$ cat config.mk
export PLATFORM = sky130hd
export DESIGN_NAME = piso_serializer
export DESIGN_NICKNAME = d
export VERILOG_FILES = /design/src/rtl/piso_serializer.sv
export SDC_FILE = /design/constraint.sdc
export NUM_CORES = 1
export LEC_CHECK = 0
export CAP_MARGIN = 20
export CORE_AREA = 2 2 52 54
export CTS_BUF_LIST = sky130_fd_sc_hd__clkbuf_2 sky130_fd_sc_hd__clkbuf_4 sky130_fd_sc_hd__clkbuf_8
export DETAILED_ROUTE_END_ITERATION = 8
export DIE_AREA = 0 0 54 56
export PLACE_DENSITY = 0.54
export SYNTH_ARGS = -nofsm -noshare
export SYNTH_HDL_FRONTEND = slang
export SYNTH_SLANG_ARGS = --single-unit
export TNS_END_PERCENT = 20
$ cat constraint.sdc
create_clock -name i_clk -period 1.8 [get_ports i_clk]
set_input_delay 0.18 -clock i_clk [delete_from_list [all_inputs] [get_ports i_clk]]
set_output_delay 0.18 -clock i_clk [all_outputs]
set_load 0.005 [all_outputs]
$ cat src/rtl/piso_serializer.sv
// piso_serializer: parallel-in / serial-out converter with valid/ready on both sides.
// A word is captured on accept and emitted one symbol per consumed cycle; the last
// symbol's consume can accept the next word for gap-free back-to-back streaming.
module piso_serializer #(
  parameter int SIZE_DATA_IN  = 8,
  parameter int SIZE_DATA_OUT = 1,
  parameter int MSB_FIRST     = 1
) (
  input  logic                     i_clk,
  input  logic                     i_rst_n,
  input  logic                     i_valid,
  input  logic [SIZE_DATA_IN-1:0]  i_data,
  output logic                     o_ready,
  output logic [SIZE_DATA_OUT-1:0] o_data,
  output logic                     o_valid,
  input  logic                     i_ready,
  output logic                     o_last
);

  localparam int DEPTH = SIZE_DATA_IN / SIZE_DATA_OUT;
  localparam int CW    = (DEPTH > 1) ? $clog2(DEPTH) : 1;
  localparam logic [CW-1:0] LAST_CNT = CW'(DEPTH - 1);

  typedef enum logic {
    IDLE,
    SHIFT
  } state_t;

  state_t                  state_q;
  logic [SIZE_DATA_IN-1:0] sreg_q;
  logic [SIZE_DATA_IN-1:0] sreg_shift;
  logic [CW-1:0]           count_q;
  logic                    valid_q;
  logic                    last_q;
  logic                    accept;
  logic                    consume;

  // The outgoing symbol always sits at the emit end of the shift register, so
  // o_data is a fixed slice; the register is cleared in IDLE, which yields zero.
  always_comb begin
    sreg_shift = sreg_q;
    o_data     = '0;
    if (MSB_FIRST != 0) begin
      sreg_shift = sreg_q << SIZE_DATA_OUT;
      o_data     = sreg_q[SIZE_DATA_IN-1 -: SIZE_DATA_OUT];
    end else begin
      sreg_shift = sreg_q >> SIZE_DATA_OUT;
      o_data     = sreg_q[SIZE_DATA_OUT-1:0];
    end
  end

  // Ready when empty, or when the final symbol is leaving this very cycle.
  always_comb begin
    o_ready = (state_q == IDLE) || (last_q && i_ready);
    accept  = i_valid && o_ready;
    consume = valid_q && i_ready;
  end

  assign o_valid = valid_q;
  assign o_last  = last_q;

  // Control FSM with registered valid/last; shift register and symbol counter.
  always_ff @(posedge i_clk or negedge i_rst_n) begin
    if (!i_rst_n) begin
      state_q <= IDLE;
      sreg_q  <= '0;
      count_q <= '0;
      valid_q <= 1'b0;
      last_q  <= 1'b0;
    end else begin
      case (state_q)
        IDLE: begin
          if (accept) begin
            state_q <= SHIFT;
            sreg_q  <= i_data;
            count_q <= '0;
            valid_q <= 1'b1;
            last_q  <= 1'b0;
          end
        end
        SHIFT: begin
          if (consume) begin
            if (last_q) begin
              if (accept) begin
                sreg_q  <= i_data;
                count_q <= '0;
                valid_q <= 1'b1;
                last_q  <= 1'b0;
              end else begin
                state_q <= IDLE;
                sreg_q  <= '0;
                count_q <= '0;
                valid_q <= 1'b0;
                last_q  <= 1'b0;
              end
            end else begin
              sreg_q  <= sreg_shift;
              count_q <= count_q + CW'(1);
              last_q  <= ((count_q + CW'(1)) == LAST_CNT);
            end
          end
        end
      endcase
    end
  end

endmodule

==> results of run 1 <==
## layout by cell type, fill, tap and decap left out, types with 2 or more instances in the layout
master / n
nor2_1: 2
buf_4: 4
dfrtp_1: 14
a31oi_1: 7
a21o_1: 2
nand2_1: 9
nor3_1: 8
clkdlybuf4s50_1: 15
inv_1: 3
clkbuf_4: 3
o21ai_0: 10
ha_1: 2
nor2b_1: 2
## worst max-delay path by stage
stage | endpoint | slack [ps] | from | depth (start not counted)
detailed placement | count_q[1]$_DFFE_PN0P_ | 210 | i_ready | 4
CTS | o_ready | 190 | o_last$_DFFE_PN0P_ | 3
finish | o_ready | 210 | o_last$_DFFE_PN0P_ | 3
global placement | count_q[1]$_DFFE_PN0P_ | 240 | i_ready | 4
floorplan | count_q[1]$_DFFE_PN0P_ | 310 | o_valid$_DFFE_PN0P_ | 5
global route | o_ready | 130 | o_last$_DFFE_PN0P_ | 3
## per-layer routing
layer / track usage / vias to the layer above / routed length (um) / part of all wire
met5: 0 / - / 0 / 0
met4: 0.0536 / 0 / 15 / 0.0092
met3: 0.0269 / 2 / 94 / 0.058
met2: 0.160 / 13 / 720 / 0.44
met1: 0.172 / 305 / 796 / 0.49
li1: - / 302 / - / -
## area by class of cell
type / count / area, um2
fill: 258 / 1520
sequential: 14 / 350
multi-input combinational: 53 / 315
timing repair buffer: 19 / 180
tap: 30 / 37.5
clock buffer: 3 / 22.5
inverter: 3 / 11.3
## stage by stage
step	utilization	cell area, um2
after floorplan	-	713
after global placement	0.368	895
after detailed placement	0.368	895
after CTS	0.377	917
after global routing	0.377	917
final	0.377	917
## kinds of logic after synthesis
logic type      count (synthesis)
compound gates                 22
xor+xnor                        1
fa+ha+maj                       2
buf+inv                         8
flops                          14
mux                             1
simple gates                   27
## worst max-delay path: cells and delay by family, from the launching register on
kind	cells	cell delay, ps
buffers and inverters	1	500
flip-flops	1	480
AND/OR/NAND/NOR	2	170
## power breakdown
part	total [mW]	switching, mW	internal, mW
clock	0.170	0.0928	0.0773
sequential	0.452	0.0526	0.400
combinational	0.224	0.0923	0.132
total	0.846	0.238	0.609
## state kept, by name, indices dropped and copies added, names as in the netlist
name     cells
state_q      1
o_last       1
sreg_q       8
count_q      3
o_valid      1
## Yosys cell counts
library cell  number  area share
dfrtp_1           14        0.49
o21ai_0           10       0.070
nand2_1            9       0.047
nor3_1             8       0.056
a31oi_1            7       0.061
inv_1              3       0.016
a21o_1             2       0.021
buf_2              2       0.014
buf_6              2       0.032
ha_1               2       0.035
nor2_1             2       0.011
nor2b_1            2       0.018
a21oi_1            1      0.0070
a22o_1             1       0.012
and3_1             1      0.0088
and3_2             1       0.011
and4_2             1       0.014
buf_1              1      0.0053
mux2_4             1       0.021
nand3_1            1      0.0070
nand4_1            1      0.0088
o221ai_1           1       0.012
or2_1              1      0.0088
xor2_1             1       0.012
==> out/metrics.cfg, run 1 <==
[placed_design]
hpwl_um = 1130
port_buffers = 15
dp_slack_ps = 211
place_congestion = 0.684
placedCellCount = 119

[cts]
cts_buffers = 3
clkSinkCount = 14
clock_latency_ps = 270
h-tree-depth = 1
cts_setup_buffers = 0
cts_resized = 0
hold_buffers = 0
path_clk_slew_ps = 80
cts_tree = yes
root_buffer = clkbuf_4
cts_max_path_buffers = 2

[synthesis]
yosysWarnings = 0
synth-seq-cells = 14
syn_area_um2 = 713
synth_area_per_cell_um2 = 9.51
ys_types = 24
synthCells = 75
synthXorXnorAreaFrac = 0.0123
synth_mux_area_frac = 0.0211
synth_compound_area_frac = 0.184
seq_area_frac_synth = 0.491
synth_simple_gate_area_frac = 0.189
synth_top_family_by_area = simple AND/OR/NAND/NOR gates
yosys.area_share.adder = 0.0351
syn-num-nets = 89

[setup_path]
crit_arrival_ps = 1410
worstRegToRegCells = 3
timing.critical_path.mode_cell = nand2_1
max_stage_delay_ps = 500
rrSetupSlack_ps = 470
crit_path_start_kind = flip-flop
worstSetupPathType = reg -> out
critPathCaptureType = output port
critPathSlowestCell = clkdlybuf4s50_1
worstPathCellList = nand2_1, nand2_1, clkdlybuf4s50_1
r2r-start = o_valid$_DFFE_PN0P_
worstPathRequired_ps = 1620
rr_endpoint = count_q[1]$_DFFE_PN0P_
crit_fanout = 7

[detailed_routing]
drc = 0
vias = 622
routed_wl_um = 1630
postRouteAntennaNets = 0
routedWlPerCell_um = 13.3
drt_iter0_drc = 3
drt-pass1-iter-count = 2
avgViaCountPerCell = 5.10

[global_route]
grt_pass1_wl_um = 2590
track_usage = 0.117
grt.overflow.total = 0
grt_start_max_net_pins = 15
grt_pass1_vias = 572
antenna_found_initial = 0

[hold_path]
hp-class = in -> async

[floorplanning]
die_area_um2 = 3020
start_util = 0.293
die_y_um = 56
ios = 16
die_w_um = 54
rows = 18
coreArea_um2 = 2430

[timing]
finalCritPeriodShare = 0.886
worst_clock_skew_ps = 1.34
setup_viol_count_final = 0
rsz0062_at_grt = no
timing.hold.ws_ps = 306
slew_headroom = 0.564
fmax_ghz = 0.627
setup_slack_ps = 206
worstMarginPinSlew_ps = 652
slew_viol_final = 0
hold_violations = 0
fin_tns_setup_ps = 0
fin_crit_ps = 1590

[final_layout]
nets = 108
layout-drive-gt1-share = 0.109
finalNonFillerCells = 122
antenna_cells = 0
area_delta_synth_final_pct = 28.6

[pwr]
powerDensity_nw_per_um2 = 923
max-vdd-ir-drop_v = 0.000374
total_power_uw = 846
p_leak_nw = 0.415

[flow_run]
drv_cap = 0

[outcome]
status = completed

Note: power is estimated with default switching activity, not from simulation.
==> run 2: changes to the inputs <==
--- a/config.mk
+++ b/config.mk
@@ -6,11 +6,11 @@
 export NUM_CORES = 1
 export LEC_CHECK = 0
 export CAP_MARGIN = 20
-export CORE_AREA = 2 2 52 54
+export CORE_AREA = 2 2 43 45
 export CTS_BUF_LIST = sky130_fd_sc_hd__clkbuf_2 sky130_fd_sc_hd__clkbuf_4 sky130_fd_sc_hd__clkbuf_8
 export DETAILED_ROUTE_END_ITERATION = 8
-export DIE_AREA = 0 0 54 56
-export PLACE_DENSITY = 0.54
+export DIE_AREA = 0 0 45 47
+export PLACE_DENSITY = 0.74
 export SYNTH_ARGS = -nofsm -noshare
 export SYNTH_HDL_FRONTEND = slang
 export SYNTH_SLANG_ARGS = --single-unit
==> run 2 against run 1 <==
Compared with the run above:
- routed wire length shrank 6.0%
- total power increased by 7.8%
- global-route usage rose by 6.1 points
- first-iteration DRC count rose to 5.3 times the previous value
- clock power up 33%
- combinational power up 4%
- worst setup slack improved by 4.4 ps
- core utilization rose by 18 points
- highest routed layer unchanged
==> out/metrics.cfg, run 2 (same netlist as run 1, synthesis figures left out) <==
[final_layout]
regMostFlops = sreg_q
area_delta_synth_final_pct = 28.2
nets = 108
final_common_cell = clkdlybuf4s50_1
final_core_util = 0.554
layout-drive-gt1-share = 0.118
largest_reg_flops = 8
finalNonFillerCells = 110
final_cell_mix = clkdlybuf4s50_1, dfrtp_1, o21ai_0
antenna_cells = 0
top_regs = sreg_q (8), count_q (3)
design_area_um2 = 915

[detailed_routing]
vias = 643
postRouteAntennaNets = 0
drt_iter0_drc = 16
routedWlPerCell_um = 13.9
routed_wl_um = 1530
drt-pass1-iter-count = 5
drc = 0
avgViaCountPerCell = 5.85

[floorplanning]
coreArea_um2 = 1650
die_y_um = 47
die_area_um2 = 2120
start_util = 0.432
ios = 16
die_w_um = 45
rows = 15

[timing]
worstMarginPinSlew_ps = 616
rsz0062_at_grt = no
setup_viol_count_final = 0
hold_violations = 0
finalCritPeriodShare = 0.883
setup_slack_ps = 210
fin_crit_ps = 1590
slew_viol_final = 0
worst_clock_skew_ps = 0.875
fmax_ghz = 0.629
slew_headroom = 0.588
fin_tns_setup_ps = 0

[setup_path]
max_stage_delay_ps = 490
critPathSlowestCell = clkdlybuf4s50_1
timing.critical_path.mode_cell = nand2_1
crit_arrival_ps = 1410
worstPathCellList = nand2_1, nand2_1, clkdlybuf4s50_1
critPathTopFamily = buffers and inverters
rrSetupSlack_ps = 420
worstSetupPathType = reg -> out
crit_fanout = 7
crit_path_start_kind = flip-flop
timing.critical_path.buf_inv = 1
critPathCaptureType = output port
worstPathRequired_ps = 1620

[pwr]
p_leak_nw = 0.422
powerDensity_nw_per_um2 = 998
max-vdd-ir-drop_v = 0.000390

[placed_design]
port_buffers = 15
place_congestion = 0.802
place_area_um2 = 878
dp_slack_ps = 171
placedCellCount = 106
hpwl_um = 1060

[cts]
clkSinkCount = 14
hold_buffers = 0
cts_max_path_buffers = 2
cts_resized = 0
clock_latency_ps = 280
cts_buffers = 3
h-tree-depth = 1
cts_tree = yes
path_clk_slew_ps = 80
cts_setup_buffers = 0
root_buffer = clkbuf_4

[hold_path]
hp-class = in -> async

[global_route]
grt_pass1_wl_um = 2640
track_usage = 0.178
grt_start_max_net_pins = 15
grt.overflow.total = 0
grt_pass1_vias = 637
antenna_found_initial = 0

[flow_run]
drv_cap = 0

[outcome]
status = completed

-- run 2: cell types whose count changed in the layout (fill, tap and decap cells not counted) --
cell / previous run / this run
clkbuf_8: 0 / 1
-- run 2: worst register-to-register path: stages, from the launching register on --
cell and delay [ps]:
dfrtp_1 450, and3_1 210, or2_1 300, mux2_4 320
-- run 2: layout make-up --
type / instances / area, um2
clock buffers: 4 / 36.3
fillers: 157 / 737
inverters: 3 / 11.3
multi-input cells: 53 / 315
flip-flops and latches: 14 / 350
well taps: 17 / 21.3
repair buffers: 19 / 180
-- run 2: final timing paths --
check                                              end                   start  depth (start not counted)
worst max-delay path                           o_ready      o_last$_DFFE_PN0P_                          3
worst min-delay path             sreg_q[3]$_DFFE_PN0P_                 i_rst_n                          1
worst max register to register  count_q[1]$_DFFE_PN0P_     o_valid$_DFFE_PN0P_                          3
worst min register to register  count_q[2]$_DFFE_PN0P_  count_q[2]$_DFFE_PN0P_                          1
max in group asynchronous           o_last$_DFFE_PN0P_                 i_rst_n                          1
min in group i_clk               sreg_q[3]$_DFFE_PN0P_               i_data[3]                          3
-- run 2: report_power, final --
| group | switching [mW] | internal, mW | total (mW) |
|---|---|---|---|
| clock | 0.103 | 0.123 | 0.226 |
| combinational | 0.0980 | 0.134 | 0.232 |
| sequential | 0.0551 | 0.400 | 0.455 |
| total | 0.256 | 0.657 | 0.913 |
-- run 2: through the flow --
stage	power (mW)	hold slack, ps
after floorplan	0.594	-116
after global placement	0.677	480
after detailed placement	0.691	496
after CTS	0.919	295
after global routing	0.982	317
final	0.913	276
-- run 2: per-layer routing --
| layer | vias to the layer above | part of all wire | GRT usage |
|---|---|---|---|
| li1 | 307 | - | - |
| met1 | 309 | 0.47 | 0.231 |
| met2 | 25 | 0.45 | 0.260 |
| met3 | 2 | 0.071 | 0.0500 |
| met4 | 0 | 0.011 | 0.118 |
| met5 | - | 0 | 0 |
==> run 3: changes to the inputs <==
--- a/config.mk
+++ b/config.mk
@@ -6,10 +6,12 @@
 export NUM_CORES = 1
 export LEC_CHECK = 0
 export CAP_MARGIN = 20
-export CORE_AREA = 2 2 43 45
+export CORE_AREA = 10 10 51 53
 export CTS_BUF_LIST = sky130_fd_sc_hd__clkbuf_2 sky130_fd_sc_hd__clkbuf_4 sky130_fd_sc_hd__clkbuf_8
+export CTS_CLUSTER_DIAMETER = 60
+export CTS_CLUSTER_SIZE = 24
 export DETAILED_ROUTE_END_ITERATION = 8
-export DIE_AREA = 0 0 45 47
+export DIE_AREA = 0 0 61 63
 export PLACE_DENSITY = 0.74
 export SYNTH_ARGS = -nofsm -noshare
 export SYNTH_HDL_FRONTEND = slang
==> run 3 against run 2 <==
Compared with the run above:
- count of clock-buffer cells in the layout down 1
- core utilization down 0.83 points
- sequential cell count unchanged
- first-iteration DRC count down 13%
- register-to-register slack better by 40 ps
- largest power group unchanged
- highest routed layer unchanged
==> out/metrics.cfg, run 3 (same netlist as run 1, synthesis figures left out) <==
[cts]
clkSinkCount = 14
h-tree-depth = 1
cts_max_path_buffers = 2
clock_latency_ps = 280
cts_tree = yes
path_clk_slew_ps = 90
root_buffer = clkbuf_4
hold_buffers = 0
cts_setup_buffers = 0
cts_resized = 0
cts_buffers = 3

[hold_path]
hp-class = in -> async

[floorplanning]
rows = 15
ios = 16
die_area_um2 = 3840
start_util = 0.432
coreArea_um2 = 1650
die_y_um = 63
die_w_um = 61

[final_layout]
design_area_um2 = 901
final_core_util = 0.545
largest_reg_flops = 8
finalNonFillerCells = 109
regMostFlops = sreg_q
area_delta_synth_final_pct = 26.3
nets = 108
final_common_cell = clkdlybuf4s50_1
layout-drive-gt1-share = 0.109
top_regs = sreg_q (8), count_q (3)
final_cell_mix = clkdlybuf4s50_1, dfrtp_1, o21ai_0
antenna_cells = 0

[pwr]
p_leak_nw = 0.415
powerDensity_nw_per_um2 = 951
p_clk_frac = 0.208
swShare = 0.288
p_switching_uw = 247
total_power_uw = 857
seqPwrFrac = 0.524
p_comb_frac = 0.268
intPower_uw = 610
max-vdd-ir-drop_v = 0.000550

[global_route]
grt_pass1_vias = 620
grt_start_max_net_pins = 15
track_usage = 0.0903
antenna_found_initial = 0
grt_pass1_wl_um = 2750
grt.overflow.total = 0

[setup_path]
worstPathCellList = nand2_1, nand2_1, clkdlybuf4s50_1
timing.critical_path.mode_cell = nand2_1
crit_path_start_kind = flip-flop
worstPathRequired_ps = 1620
max_stage_delay_ps = 500
crit_arrival_ps = 1400
worstSetupPathType = reg -> out
critPathSlowestCell = clkdlybuf4s50_1
critPathCaptureType = output port
crit_fanout = 7
critPathTopFamily = buffers and inverters
timing.critical_path.buf_inv = 1

[timing]
fin_tns_setup_ps = 0
worstMarginPinSlew_ps = 633
finalCritPeriodShare = 0.878
slew_viol_final = 0
rsz0062_at_grt = no
hold_violations = 0
slew_headroom = 0.577
worst_clock_skew_ps = 5.42
setup_viol_count_final = 0
timing.hold.ws_ps = 285
fin_crit_ps = 1580
setup_slack_ps = 220
fmax_ghz = 0.633

[detailed_routing]
drt-pass1-iter-count = 4
vias = 616
drc = 0
routed_wl_um = 1590
postRouteAntennaNets = 0
drt_iter0_drc = 14
avgViaCountPerCell = 5.65
routedWlPerCell_um = 14.6

[placed_design]
place_congestion = 0.802
placedCellCount = 106
dp_slack_ps = 210
hpwl_um = 1170
port_buffers = 15
place_area_um2 = 878

[outcome]
status = completed

[flow_run]
drv_cap = 0

run 3: power groups by stage:
stage               sequential (mW)  clock (mW)  combinational (mW)
finish                        0.449       0.178               0.230
global route                  0.460       0.194               0.262
CTS                           0.450       0.175               0.233
detailed placement            0.457           0               0.229
global placement              0.454           0               0.222
floorplan                     0.446           0               0.148
run 3: cell type report:
| class | count | area, um2 |
|---|---|---|
| Tap cell | 17 | 21.3 |
| Inverter | 3 | 11.3 |
| Fill cell | 154 | 751 |
| Timing Repair Buffer | 19 | 180 |
| Sequential cell | 14 | 350 |
| Multi-Input combinational cell | 53 | 315 |
| Clock buffer | 3 | 22.5 |
run 3: worst register-to-register path: stages, from the launching register on:
cell and delay (ps):
dfrtp_1 450, and3_1 210, or2_1 260, buf_4 180
o21ai_0 160
run 3: path summary, 6_finish.rpt:
kind                                        startpoint                endpoint  slack [ps]  cells after the start
max in group asynchronous                      i_rst_n  count_q[1]$_DFFE_PN0P_        1100                      1
worst min register to register  count_q[2]$_DFFE_PN0P_  count_q[2]$_DFFE_PN0P_         510                      1
worst max register to register     o_valid$_DFFE_PN0P_   sreg_q[0]$_DFFE_PN0P_         460                      4
worst min-delay path                           i_rst_n   sreg_q[3]$_DFFE_PN0P_         290                      1
worst max-delay path                o_last$_DFFE_PN0P_                 o_ready         220                      3
min in group i_clk                           i_data[1]   sreg_q[1]$_DFFE_PN0P_         480                      3
run 3: metal layers:
layer / track usage / vias to the layer above / share of wire
met5: 0 / - / 0
met4: 0.0495 / 0 / 0.013
met3: 0.0407 / 4 / 0.10
met2: 0.116 / 21 / 0.42
met1: 0.119 / 288 / 0.46
li1: - / 303 / -
